File: src/rtl/sci_initiator.sv
// SCI initiator: serialises host register reads/writes onto a per-responder
// chip-selected request line and collects ACK-strobed serial read data.
module sci_initiator #(
  parameter int NUM_PERIPHERALS = 1,
  parameter int ADDR_WIDTH      = 4,
  parameter int DATA_WIDTH      = 8,
  parameter int TIMEOUT_CYCLES  = 64,
  localparam int SEL_WIDTH      = (NUM_PERIPHERALS > 1) ? $clog2(NUM_PERIPHERALS) : 1
) (
  input  logic                       clk,
  input  logic                       rst_n,
  input  logic                       host_req,
  input  logic                       host_wnr,
  input  logic [SEL_WIDTH-1:0]       host_sel,
  input  logic [ADDR_WIDTH-1:0]      host_addr,
  input  logic [DATA_WIDTH-1:0]      host_wdata,
  output logic                       host_ready,
  output logic                       host_done,
  output logic                       host_error,
  output logic [DATA_WIDTH-1:0]      host_rdata,
  output logic [NUM_PERIPHERALS-1:0] sci_csn,
  output logic                       sci_req,
  input  logic                       sci_resp,
  input  logic                       sci_ack
);

  localparam int SHIFT_WIDTH = ADDR_WIDTH + DATA_WIDTH;
  localparam int BIT_CNT_W   = $clog2(SHIFT_WIDTH + 1);
  localparam int TMO_W       = $clog2(TIMEOUT_CYCLES + 1);
  localparam int IN_CNT_W    = $clog2(DATA_WIDTH + 1);

  typedef enum logic [2:0] {IDLE, SHIFT_OUT, WAIT_ACK, SHIFT_IN, DONE} state_t;

  state_t                      state;
  logic                        wnr_q;
  logic                        bad_sel_q;
  logic [SHIFT_WIDTH-1:0]      out_sr;
  logic [BIT_CNT_W-1:0]        bit_cnt;
  logic [TMO_W-1:0]            tmo_cnt;
  logic [DATA_WIDTH-1:0]       rd_sr;
  logic [IN_CNT_W-1:0]         in_cnt;

  logic                        sel_valid;
  logic [NUM_PERIPHERALS-1:0]  csn_sel;
  logic [BIT_CNT_W-1:0]        last_bit;
  logic [TMO_W-1:0]            tmo_next;
  logic                        tmo_hit;
  logic                        last_in;
  logic [DATA_WIDTH-1:0]       rd_next;

  always_comb begin
    sel_valid = (int'(host_sel) < NUM_PERIPHERALS);
    csn_sel   = '1;
    for (int i = 0; i < NUM_PERIPHERALS; i++) begin
      if (sel_valid && host_sel == SEL_WIDTH'(i)) csn_sel[i] = 1'b0;
    end
    last_bit = wnr_q ? BIT_CNT_W'(SHIFT_WIDTH) : BIT_CNT_W'(ADDR_WIDTH);
    tmo_next = tmo_cnt + TMO_W'(1);
    tmo_hit  = (tmo_next == TMO_W'(TIMEOUT_CYCLES));
    last_in  = (in_cnt == IN_CNT_W'(DATA_WIDTH - 1));
    rd_next  = DATA_WIDTH'({rd_sr, sci_resp});
  end

  always_ff @(posedge clk or negedge rst_n) begin
    if (!rst_n) begin
      state      <= IDLE;
      wnr_q      <= 1'b0;
      bad_sel_q  <= 1'b0;
      out_sr     <= '0;
      bit_cnt    <= '0;
      tmo_cnt    <= '0;
      rd_sr      <= '0;
      in_cnt     <= '0;
      sci_csn    <= '1;
      sci_req    <= 1'b0;
      host_ready <= 1'b1;
      host_done  <= 1'b0;
      host_error <= 1'b0;
      host_rdata <= '0;
    end else begin
      host_done <= 1'b0;
      case (state)
        IDLE: begin
          if (host_req) begin
            wnr_q      <= host_wnr;
            bad_sel_q  <= !sel_valid;
            out_sr     <= {host_addr, host_wdata};
            bit_cnt    <= '0;
            rd_sr      <= '0;
            in_cnt     <= '0;
            host_rdata <= '0;
            host_ready <= 1'b0;
            sci_csn    <= csn_sel;
            sci_req    <= host_wnr & sel_valid;
            state      <= SHIFT_OUT;
          end
        end
        // A bad select spends this one cycle with no CSN asserted, then reports
        SHIFT_OUT: begin
          if (bad_sel_q) begin
            state      <= DONE;
            host_done  <= 1'b1;
            host_error <= 1'b1;
            host_rdata <= '0;
            sci_csn    <= '1;
            sci_req    <= 1'b0;
          end else if (bit_cnt == last_bit) begin
            sci_req <= 1'b0;
            tmo_cnt <= '0;
            state   <= wnr_q ? WAIT_ACK : SHIFT_IN;
          end else begin
            sci_req <= out_sr[SHIFT_WIDTH-1];
            out_sr  <= out_sr << 1;
            bit_cnt <= bit_cnt + BIT_CNT_W'(1);
          end
        end
        WAIT_ACK: begin
          if (sci_ack) begin
            tmo_cnt    <= '0;
            state      <= DONE;
            host_done  <= 1'b1;
            host_error <= 1'b0;
            host_rdata <= rd_sr;
            sci_csn    <= '1;
          end else if (tmo_hit) begin
            rd_sr      <= '0;
            state      <= DONE;
            host_done  <= 1'b1;
            host_error <= 1'b1;
            host_rdata <= '0;
            sci_csn    <= '1;
          end else begin
            tmo_cnt <= tmo_next;
          end
        end
        SHIFT_IN: begin
          if (sci_ack) begin
            tmo_cnt <= '0;
            rd_sr   <= rd_next;
            in_cnt  <= in_cnt + IN_CNT_W'(1);
            if (last_in) begin
              state      <= DONE;
              host_done  <= 1'b1;
              host_error <= 1'b0;
              host_rdata <= rd_next;
              sci_csn    <= '1;
            end
          end else if (tmo_hit) begin
            rd_sr      <= '0;
            state      <= DONE;
            host_done  <= 1'b1;
            host_error <= 1'b1;
            host_rdata <= '0;
            sci_csn    <= '1;
          end else begin
            tmo_cnt <= tmo_next;
          end
        end
        DONE: begin
          host_ready <= 1'b1;
          state      <= IDLE;
        end
        default: state <= IDLE;
      endcase
    end
  end

endmodule
File: config.mk
export PLATFORM = sky130hd
export DESIGN_NAME = sci_initiator
export DESIGN_NICKNAME = d
export VERILOG_FILES = /design/src/rtl/sci_initiator.sv
export SDC_FILE = /design/constraint.sdc
export NUM_CORES = 1
export LEC_CHECK = 0
export BUFFER_PORTS_ARGS = -buffer_cell sky130_fd_sc_hd__buf_2
export CAP_MARGIN = 20
export CORE_UTILIZATION = 37
export CTS_BUF_LIST = sky130_fd_sc_hd__clkbuf_4 sky130_fd_sc_hd__clkbuf_8
export CTS_CLUSTER_DIAMETER = 40
export DETAILED_ROUTE_END_ITERATION = 16
export GPL_TIMING_DRIVEN = 0
export PLACE_DENSITY = 0.55
export SKIP_CTS_REPAIR_TIMING = 1
export SLEW_MARGIN = 0
export SYNTH_ARGS = -nofsm -noshare
export SYNTH_HDL_FRONTEND = slang
export SYNTH_SLANG_ARGS = --single-unit
File: constraint.sdc
create_clock -name clk -period 4 [get_ports clk]
set_input_delay 0.4 -clock clk [delete_from_list [all_inputs] [get_ports clk]]
set_output_delay 0.4 -clock clk [all_outputs]
set_load 0.05 [all_outputs]
==> results_dict.tcl, run 1 <==
set metrics [dict create \
    syn_area_sq_um 2760 \
    ios 32 \
    hold_viol_final 0 \
    cts_tree "yes" \
    path_cells "inv_1 -> ha_1 -> nand2_1 -> o21ai_1 -> and2_1 -> clkbuf_1 -> o21ai_0" \
    port_buffers 30 \
    grt-ovfl-total 0 \
    layout_min_cycle_time_ns 2.30 \
    setup_tns_ns 0 \
    pwr-share-clk 0.194 \
    cts_sinks 53 \
    insertion_delay_ns 0.30 \
    drtIter0Drc 100 \
    drive_gt1_frac 0.176 \
    slowest_stage "o21ai_1" \
    p_per_area_nw_per_um2 689 \
    core_sq_um 7210 \
    grt_pass1_vias 2222 \
    synth-seq-cells 53 \
    synth_common_cells "dfrtp_1, o21ai_0, nand2_1, inv_1, nand3_1" \
    path_clk_slew_ns 0.10 \
    cts_root_buf "clkbuf_8" \
    ant_nets 0 \
    clk_path_buf_depth 2 \
    die-area_sq_um 7810 \
    wl_per_cell_um 15.3 \
    critPathMaxStageDelay_ns 0.65 \
    syn_inst 273 \
    yosys.area_share.simple 0.139 \
    synth_top_family_by_area "compound AO/OA/AOI/OAI gates" \
    nNetsFinal 334 \
    cp_max_fo 10 \
    finClkSkew_ns 0.00857 \
    maxCapViolations 0 \
    die_w_um 88.4 \
    max_freq_ghz 0.435 \
    wirelength_mm 6.30 \
    outcome "finished, violations left" \
    grt_pass1_wl_mm 10.7 \
    relSlewSlack 0.468 \
    cpLargestDelayFamily "compound AO/OA/AOI/OAI gates" \
    cts_buffers 5 \
    synthTopCellsByArea "dfrtp_1, mux2i_1, o21ai_0" \
    worst-setup-path-type "flop to flop" \
    vias 2224 \
    switching_share 0.421 \
    net-switching-power_uw 924 \
    dp_cells 403 \
    regArea_sq_um 1330 \
    synth_edf_count 0 \
    multi_input_area_sq_um 1290 \
    yosysTopAreaCell "dfrtp_1" \
    ys_seq_area_frac 0.481 \
    yosysWarnings 0 \
    dp_hpwl_mm 4.44 \
    async_flop_share 1.00 \
    synthXorXnorAreaFrac 0.00952 \
    p_leak_nw 1.38 \
    cp.required_ns 4.18 \
    grtUsageTotal 0.175 \
    slew_viol_final 0 \
    comb_power_share 0.423 \
    syn_nets 296 \
    synth_compound_area_frac 0.247 \
    violations "design-rule violations" \
    dr.pass1.iters 10 \
    antenna_found_initial 0 \
    synth_mux_area_frac 0.0549 \
    initial_core_util 0.383 \
    die_h_um 88.4 \
    setup_viol 0 \
    intPower_mw 1.27 \
    end_kind "flop" \
    n_antenna_cell 0 \
    start_kind "flop" \
    grt_start_max_net_pins 32 \
    rsz0062_at_grt "false" \
    ctsHtreeMaxLevel 2 \
    arrival_ns 2.48 \
    synth-adder-area-share 0.0181 \
    place_area_sq_um 3050 \
    syn_avg_cell_area_sq_um 10.1 \
    area.growth.synth_to_final_pct 15.5 \
    viasPerCell 5.41 \
    final_area_sq_um 3190 \
    worstPathBufferInverterCount 2 \
    max-vdd-ir-drop_uv 321 \
    tightest_slew_ns 0.793 \
    synth.most_common_cell "dfrtp_1" \
    ys.flop_type "dfrtp_1" \
    fillCellCount 731 \
    rows 31 \
    synth_top_area_share 0.462 \
    place.gp.congestion 0.757 \
    layout.cells.non_filler 411 \
    period_share 0.575 \
    synth.distinct_cells 54 \
    hold_path_class "primary input to asynchronous set/reset pin" \
    drc 2 \
    seqPwrFrac 0.382 \
]
cells in the final DEF (no fill, tap or decap), drive strengths merged, types with 3 or more instances in the layout:
| master | count |
|---|---|
| dfrtp | 51 |
| buf | 37 |
| o21ai | 27 |
| nand2 | 21 |
| inv | 19 |
| nand3 | 17 |
| mux2i | 14 |
| o211ai | 12 |
| a21oi | 12 |
| clkbuf | 12 |
| nor2 | 11 |
| o221ai | 8 |
| a22oi | 8 |
| o2bb2ai | 8 |
| ha | 4 |
| and2 | 3 |
| nand4 | 3 |
| xor2 | 3 |
| a22o | 3 |
final timing paths:
check,startpoint,endpoint,slack (ns),cells past startpoint
setup / recovery,bit_cnt[0]$_DFFE_PN0P_,out_sr[9]$_DFFE_PN0P_,1.70,7
hold / removal,rst_n,tmo_cnt[4]$_DFFE_PN0P_,0.08,1
setup reg to reg,bit_cnt[0]$_DFFE_PN0P_,out_sr[9]$_DFFE_PN0P_,1.70,7
hold reg to reg,sci_csn$_DFFE_PN1P_,sci_csn$_DFFE_PN1P_,0.47,2
max in group asynchronous,rst_n,host_error$_DFFE_PN0P_,3.35,2
min in group clk,host_wnr,wnr_q$_DFFE_PN0P_,0.30,3
layout make-up:
| type | instances | share of cell area |
|---|---|---|
| buffer | 13 | 0.0208 |
| clock buffer | 5 | 0.0216 |
| clock inverter | 3 | 0.0204 |
| inverter | 19 | 0.0224 |
| multi-input combinational | 188 | 0.406 |
| sequential | 53 | 0.417 |
| tap | 99 | 0.0389 |
| timing repair buffer | 31 | 0.0534 |
metrics by stage:
step	total power, mW	setup slack, ns	utilization	hold slack, ns
3_3_place_gp	1.77	1.70	0.421	0.448
3_5_place_dp	1.79	1.72	0.423	0.435
4_1_cts	2.23	1.70	0.442	0.0956
6_report	2.20	1.70	0.442	0.0831
5_1_grt	2.36	1.45	0.442	0.123
2_1_floorplan	1.53	2.25	-	0.104
worst register-to-register path: cells and delay by family, from the launching register on:
kind	cells	cell delay, ns
fa+ha+maj	1	0.16
compound gates	2	0.81
simple gates	2	0.38
flops	1	0.43
buf+inv	2	0.39
sequential cells by signal, indices dropped and copies added, names as in the netlist:
register and count:
state 3, bad_sel_q 1, rd_sr 8, host_rdata 8, sci_csn 1, bit_cnt 4, out_sr 12, host_ready 1
host_done 1, tmo_cnt 7, wnr_q 1, sci_req 1, in_cnt 4, host_error 1
power by group through the flow:
stage / registers, mW / logic, mW / clock network (mW)
floorplan: 0.945 / 0.585 / 0
global placement: 0.846 / 0.929 / 0
detailed placement: 0.852 / 0.937 / 0
CTS: 0.841 / 0.940 / 0.444
global route: 0.862 / 1.04 / 0.459
finish: 0.840 / 0.930 / 0.427
cell families after synthesis:
| kind of cell | count (synthesis) |
|---|---|
| xor+xnor | 3 |
| buf+inv | 32 |
| mux | 15 |
| compound gates | 94 |
| flops | 53 |
| fa+ha+maj | 4 |
| simple gates | 72 |
routing by layer:
layer / track usage / vias to the layer above / routed length, um
li1: - / 1102 / -
met1: 0.234 / 1088 / 3170
met4: 0.0411 / 0 / 30
met5: 0 / - / 0
met3: 0.0317 / 2 / 179
met2: 0.293 / 32 / 2920
No activity file was read; power rests on OpenSTA's default activity.
==> inputs of run 2 (changes only) <==
clock period = 2.3 ns   (was 4 ns; I/O delays follow)
==> results_dict.tcl, run 2 (same netlist as run 1, synthesis figures left out) <==
set metrics [dict create \
    outcome "finished, violations left" \
    violations "design-rule violations" \
    r2r-end "out_sr[9]$_DFFE_PN0P_" \
    ctsHtreeMaxLevel 2 \
    rsz0062_at_grt "false" \
    cp.required_ns 2.48 \
    largestRegisters "out_sr x12, host_rdata x8, rd_sr x8" \
    drc 2 \
    drtIter0Drc 77 \
    cts_tree "yes" \
    insertion_delay_ns 0.30 \
    largest_reg_flops 12 \
    antenna_found_initial 0 \
    nNetsFinal 335 \
    initial_core_util 0.383 \
    r2r-start "bit_cnt[0]$_DFFE_PN0P_" \
    crit_cells 7 \
    final_cell_mix "dfrtp_1, buf_2, o21ai_0" \
    critPathMaxStageDelay_ns 0.44 \
    drive_gt1_frac 0.179 \
    ios 32 \
    area.growth.synth_to_final_pct 16.0 \
    grt_pass1_wl_mm 10.7 \
    dp_hpwl_mm 4.44 \
    die_w_um 88.4 \
    wirelength_mm 6.32 \
    cp_max_fo 10 \
    wl_per_cell_um 15.3 \
    max_freq_ghz 0.483 \
    setup_viol 0 \
    slowest_stage "o21ai_2" \
    start_kind "flop" \
    die-area_sq_um 7810 \
    seqPwrFrac 0.382 \
    cpLargestDelayFamily "compound AO/OA/AOI/OAI gates" \
    hold_path_class "primary input to flop" \
    cts_sinks 53 \
    setup_tns_ns 0 \
    grt_start_max_net_pins 32 \
    n_antenna_cell 0 \
    worst-setup-path-type "flop to flop" \
    relSlewSlack 0.577 \
    max-vdd-ir-drop_uv 557 \
    clk_path_buf_depth 2 \
    p_leak_nw 1.38 \
    use_met3 0.0317 \
    rows 31 \
    met2_usage 0.293 \
    comb_power_share 0.424 \
    vias 2226 \
    core_sq_um 7210 \
    period_share 0.900 \
    dr.pass1.iters 10 \
    worstPathBufferInverterCount 2 \
    top_register "out_sr" \
    grtUsageTotal 0.175 \
    place.gp.congestion 0.757 \
    path_cells "inv_1 -> ha_1 -> nand2_1 -> o21ai_2 -> and2_1 -> clkbuf_1 -> o21ai_0" \
    finClkSkew_ns 0.00784 \
    grt_util_met1 0.234 \
    worstSetupStartpoint "bit_cnt[0]$_DFFE_PN0P_" \
    reg2reg_depth 7 \
    port_buffers 30 \
    die_h_um 88.4 \
    grt_pass1_vias 2222 \
    cp-endpoint "out_sr[9]$_DFFE_PN0P_" \
    cts_buffers 5 \
    end_kind "flop" \
    pwr-share-clk 0.194 \
    intPower_mw 2.22 \
    path_clk_slew_ns 0.10 \
    reg2reg_setup_slack_ns 0.23 \
    switching_share 0.421 \
    maxCapViolations 0 \
    layout_min_cycle_time_ns 2.07 \
    fillCellCount 730 \
    grt-ovfl-total 0 \
    tightest_slew_ns 0.632 \
    busiest_layer "met2" \
    net-switching-power_mw 1.61 \
    p_total_mw 3.83 \
    ant_nets 0 \
    viasPerCell 5.40 \
    arrival_ns 2.25 \
    slew_viol_final 0 \
    p_per_area_nw_per_um2 1200 \
    cts_root_buf "clkbuf_8" \
    hold_viol_final 0 \
    layout_commonest_cell "dfrtp_1" \
]
run 2: cell types whose count changed in the layout (fill, tap and decap cells not counted):
cell           previous run  this run
dlygate4sd3_1             0         1
o21ai_2                   0         1
o21ai_1                   1         0
run 2: worst min-delay path: cells and delay by family:
family / cells / cell delay (ns)
buffers and inverters: 1 / 0.09
AND/OR/NAND/NOR: 2 / 0.08
run 2: how the worst min path moves through the flow:
stage / startpoint / endpoint / slack (ns) / cells past startpoint
final: host_wnr / wnr_q$_DFFE_PN0P_ / 0.13 / 3
after global routing: host_wnr / wnr_q$_DFFE_PN0P_ / 0.13 / 3
after CTS: rst_n / tmo_cnt[4]$_DFFE_PN0P_ / -0.07 / 1
after detailed placement: rst_n / tmo_cnt[4]$_DFFE_PN0P_ / 0.26 / 1
after global placement: host_wnr / wnr_q$_DFFE_PN0P_ / 0.45 / 3
after floorplan: rst_n / bad_sel_q$_DFFE_PN0P_ / -0.07 / 0
run 2: cell type report:
type	instances	area, sq um	share of cell area
Sequential cell	53	1330	0.415
Buffer	13	66.3	0.0207
Inverter	19	71.3	0.0223
Tap cell	99	124	0.0387
Clock inverter	3	65.1	0.0203
Multi-Input combinational cell	188	1300	0.405
Timing Repair Buffer	32	180	0.0563
Clock buffer	5	68.8	0.0215
run 2: metrics by stage:
stage          hold slack (ns)  utilization  setup slack [ns]  area [sq um]  cells
3_5_place_dp             0.265        0.423            0.0206          3050    403
4_1_cts                -0.0744        0.442          -0.00485          3190    411
5_1_grt                  0.130        0.444           0.00914          3200    412
3_3_place_gp             0.447        0.421          -0.00428          3030    402
2_1_floorplan          -0.0656            -             0.551          2760    273
6_report                 0.134        0.444             0.231          3200    412
run 2: layer usage:
metal	vias up	wire, um
li1	1103	-
met1	1082	3130
met2	39	2930
met3	2	232
met4	0	30
met5	-	0
run 2: power groups by stage:
stage | clock network [mW] | registers (mW) | logic [mW]
after floorplan | 0 | 1.64 | 1.02
after global placement | 0 | 1.47 | 1.62
after detailed placement | 0 | 1.48 | 1.63
after CTS | 0.772 | 1.46 | 1.63
after global routing | 0.798 | 1.50 | 1.82
final | 0.743 | 1.46 | 1.62
==> inputs of run 3 (changes only) <==
ABC_AREA = 1   (was default)
GPL_ROUTABILITY_DRIVEN = 0   (was default)
GPL_TIMING_DRIVEN = default   (was 0)
==> results_dict.tcl, run 3 <==
set metrics [dict create \
    place_ws_ns 0.420 \
    nNetsFinal 410 \
    synth.most_common_cell "nand2_1" \
    path_cells "ha_1 -> nand2_1 -> nor2_1 -> nand2_1 -> nand3b_1 -> nor2_1 -> nand3_1 -> a21oi_1 -> nor2_1" \
    die_h_um 88.5 \
    intPower_mw 2.21 \
    port_buffers 31 \
    finClkSkew_ns 0.00609 \
    end_kind "flop" \
    synthTopCellsByArea "dfrtp_1, nand2_1, a21oi_1" \
    drive_gt1_frac 0.152 \
    initial_core_util 0.382 \
    net-switching-power_mw 1.83 \
    largest_reg_flops 12 \
    slowest_stage "dfrtp_1" \
    final_cell_mix "nand2_1, dfrtp_1, nor2_1" \
    max_freq_ghz 0.528 \
    reg2reg_setup_slack_ns 0.41 \
    outcome "finished clean" \
    drc 0 \
    critPathMostFrequentCell "nor2_1" \
    cts_tree "yes" \
    switching_share 0.453 \
    fillCellCount 762 \
    cp_max_fo 9 \
    cpLargestDelayFamily "simple AND/OR/NAND/NOR gates" \
    die-area_sq_um 7830 \
    die_w_um 88.5 \
    maxCapViolations 0 \
    cts_sinks 53 \
    layout.cells.non_filler 487 \
    final_area_sq_um 3170 \
    hold_path_class "primary input to asynchronous set/reset pin" \
    grt_pass1_vias 2206 \
    area.growth.synth_to_final_pct 14.4 \
    antenna_found_initial 0 \
    grtUsageTotal 0.169 \
    synth_common_cells "nand2_1, dfrtp_1, nor2_1, a21oi_1, inv_1" \
    ctsHtreeMaxLevel 2 \
    setup_tns_ns 0 \
    grt_pass1_wl_mm 10.3 \
    relSlewSlack 0.550 \
    synth_top_area_share 0.461 \
    max-vdd-ir-drop_uv 582 \
    syn_avg_cell_area_sq_um 7.80 \
    cts_buffers 5 \
    grt-ovfl-total 0 \
    fin_util 0.437 \
    ant_nets 0 \
    worst-setup-path-type "flop to flop" \
    p_leak_nw 1.53 \
    insertion_delay_ns 0.30 \
    tightest_slew_ns 0.675 \
    largestRegisters "out_sr x12, host_rdata x8, rd_sr x8" \
    yosysWarnings 0 \
    dr.pass1.iters 4 \
    start_kind "flop" \
    core_sq_um 7250 \
    ys.flop_type "dfrtp_1" \
    path_clk_slew_ns 0.10 \
    wl_per_cell_um 12.3 \
    syn_area_sq_um 2770 \
    p_total_mw 4.04 \
    vias 2432 \
    layout_min_cycle_time_ns 1.89 \
    seqPwrFrac 0.356 \
    cts_root_buf "clkbuf_8" \
    pwr-share-clk 0.185 \
    cp.required_ns 2.49 \
    fin_ws_ns 0.406 \
    layout_commonest_cell "nand2_1" \
    syn_inst 355 \
    syn_nets 378 \
    viasPerCell 4.99 \
    place_area_sq_um 3030 \
    setup_viol 0 \
    synth-seq-cells 53 \
    n_antenna_cell 0 \
    arrival_ns 2.09 \
    dp_cells 479 \
    wirelength_mm 5.99 \
    yosysTopAreaCell "dfrtp_1" \
    slew_viol_final 0 \
    dp_hpwl_mm 4.27 \
    ys_seq_area_frac 0.480 \
    p_per_area_nw_per_um2 1280 \
    drtIter0Drc 101 \
    whs_ns 0.0295 \
    grt_start_max_net_pins 54 \
    synth_edf_count 0 \
    worstPathBufferInverterCount 0 \
    ios 32 \
    clk_path_buf_depth 2 \
    rows 31 \
    top_register "out_sr" \
    rsz0062_at_grt "false" \
    period_share 0.824 \
    critPathMaxStageDelay_ns 0.42 \
    comb_power_share 0.458 \
    async_flop_share 1.00 \
    synth.distinct_cells 34 \
    hold_viol_final 0 \
]
[run 3: area by class of cell]
type / count / area [sq um] / area share
Inverter: 35 / 131 / 0.0415
Timing Repair Buffer: 37 / 200 / 0.0632
Clock inverter: 3 / 65.1 / 0.0205
Sequential cell: 53 / 1330 / 0.420
Tap cell: 99 / 124 / 0.0391
Multi-Input combinational cell: 255 / 1250 / 0.394
Clock buffer: 5 / 68.8 / 0.0217
[run 3: power groups by stage]
stage               registers, mW  logic, mW  clock network [mW]
floorplan                    1.72       1.19                   0
detailed placement           1.45       1.87                   0
global route                 1.47       2.10               0.802
finish                       1.44       1.85               0.749
global placement             1.46       1.86                   0
CTS                          1.44       1.87               0.777
[run 3: cell families (layout without fill, tap and decap cells)]
kind of cell,Yosys count,after routing,synth area share
compound gates,87,87,0.171
xor+xnor,4,4,0.0127
buf+inv,47,80,0.0691
flops,53,53,0.480
simple gates,160,160,0.249
fa+ha+maj,4,4,0.0181
[run 3: routing by layer]
layer  share of wire  up-vias  global-route usage
met4          0.0075        0              0.0440
met1            0.50     1140               0.236
li1                -     1241                   -
met3           0.037        4              0.0299
met5               0        -                   0
met2            0.46       47               0.272
[run 3: final timing paths]
kind | cells past startpoint | endpoint | startpoint
max reg2reg | 9 | host_rdata[5]$_DFFE_PN0P_ | tmo_cnt[0]$_DFFE_PN0P_
max in group asynchronous | 2 | host_rdata[0]$_DFFE_PN0P_ | rst_n
min in group clk | 3 | out_sr[0]$_DFFE_PN0P_ | host_wdata[0]
min | 2 | rd_sr[1]$_DFFE_PN0P_ | rst_n
max | 9 | host_rdata[5]$_DFFE_PN0P_ | tmo_cnt[0]$_DFFE_PN0P_
min reg2reg | 2 | host_rdata[1]$_DFFE_PN0P_ | host_rdata[1]$_DFFE_PN0P_
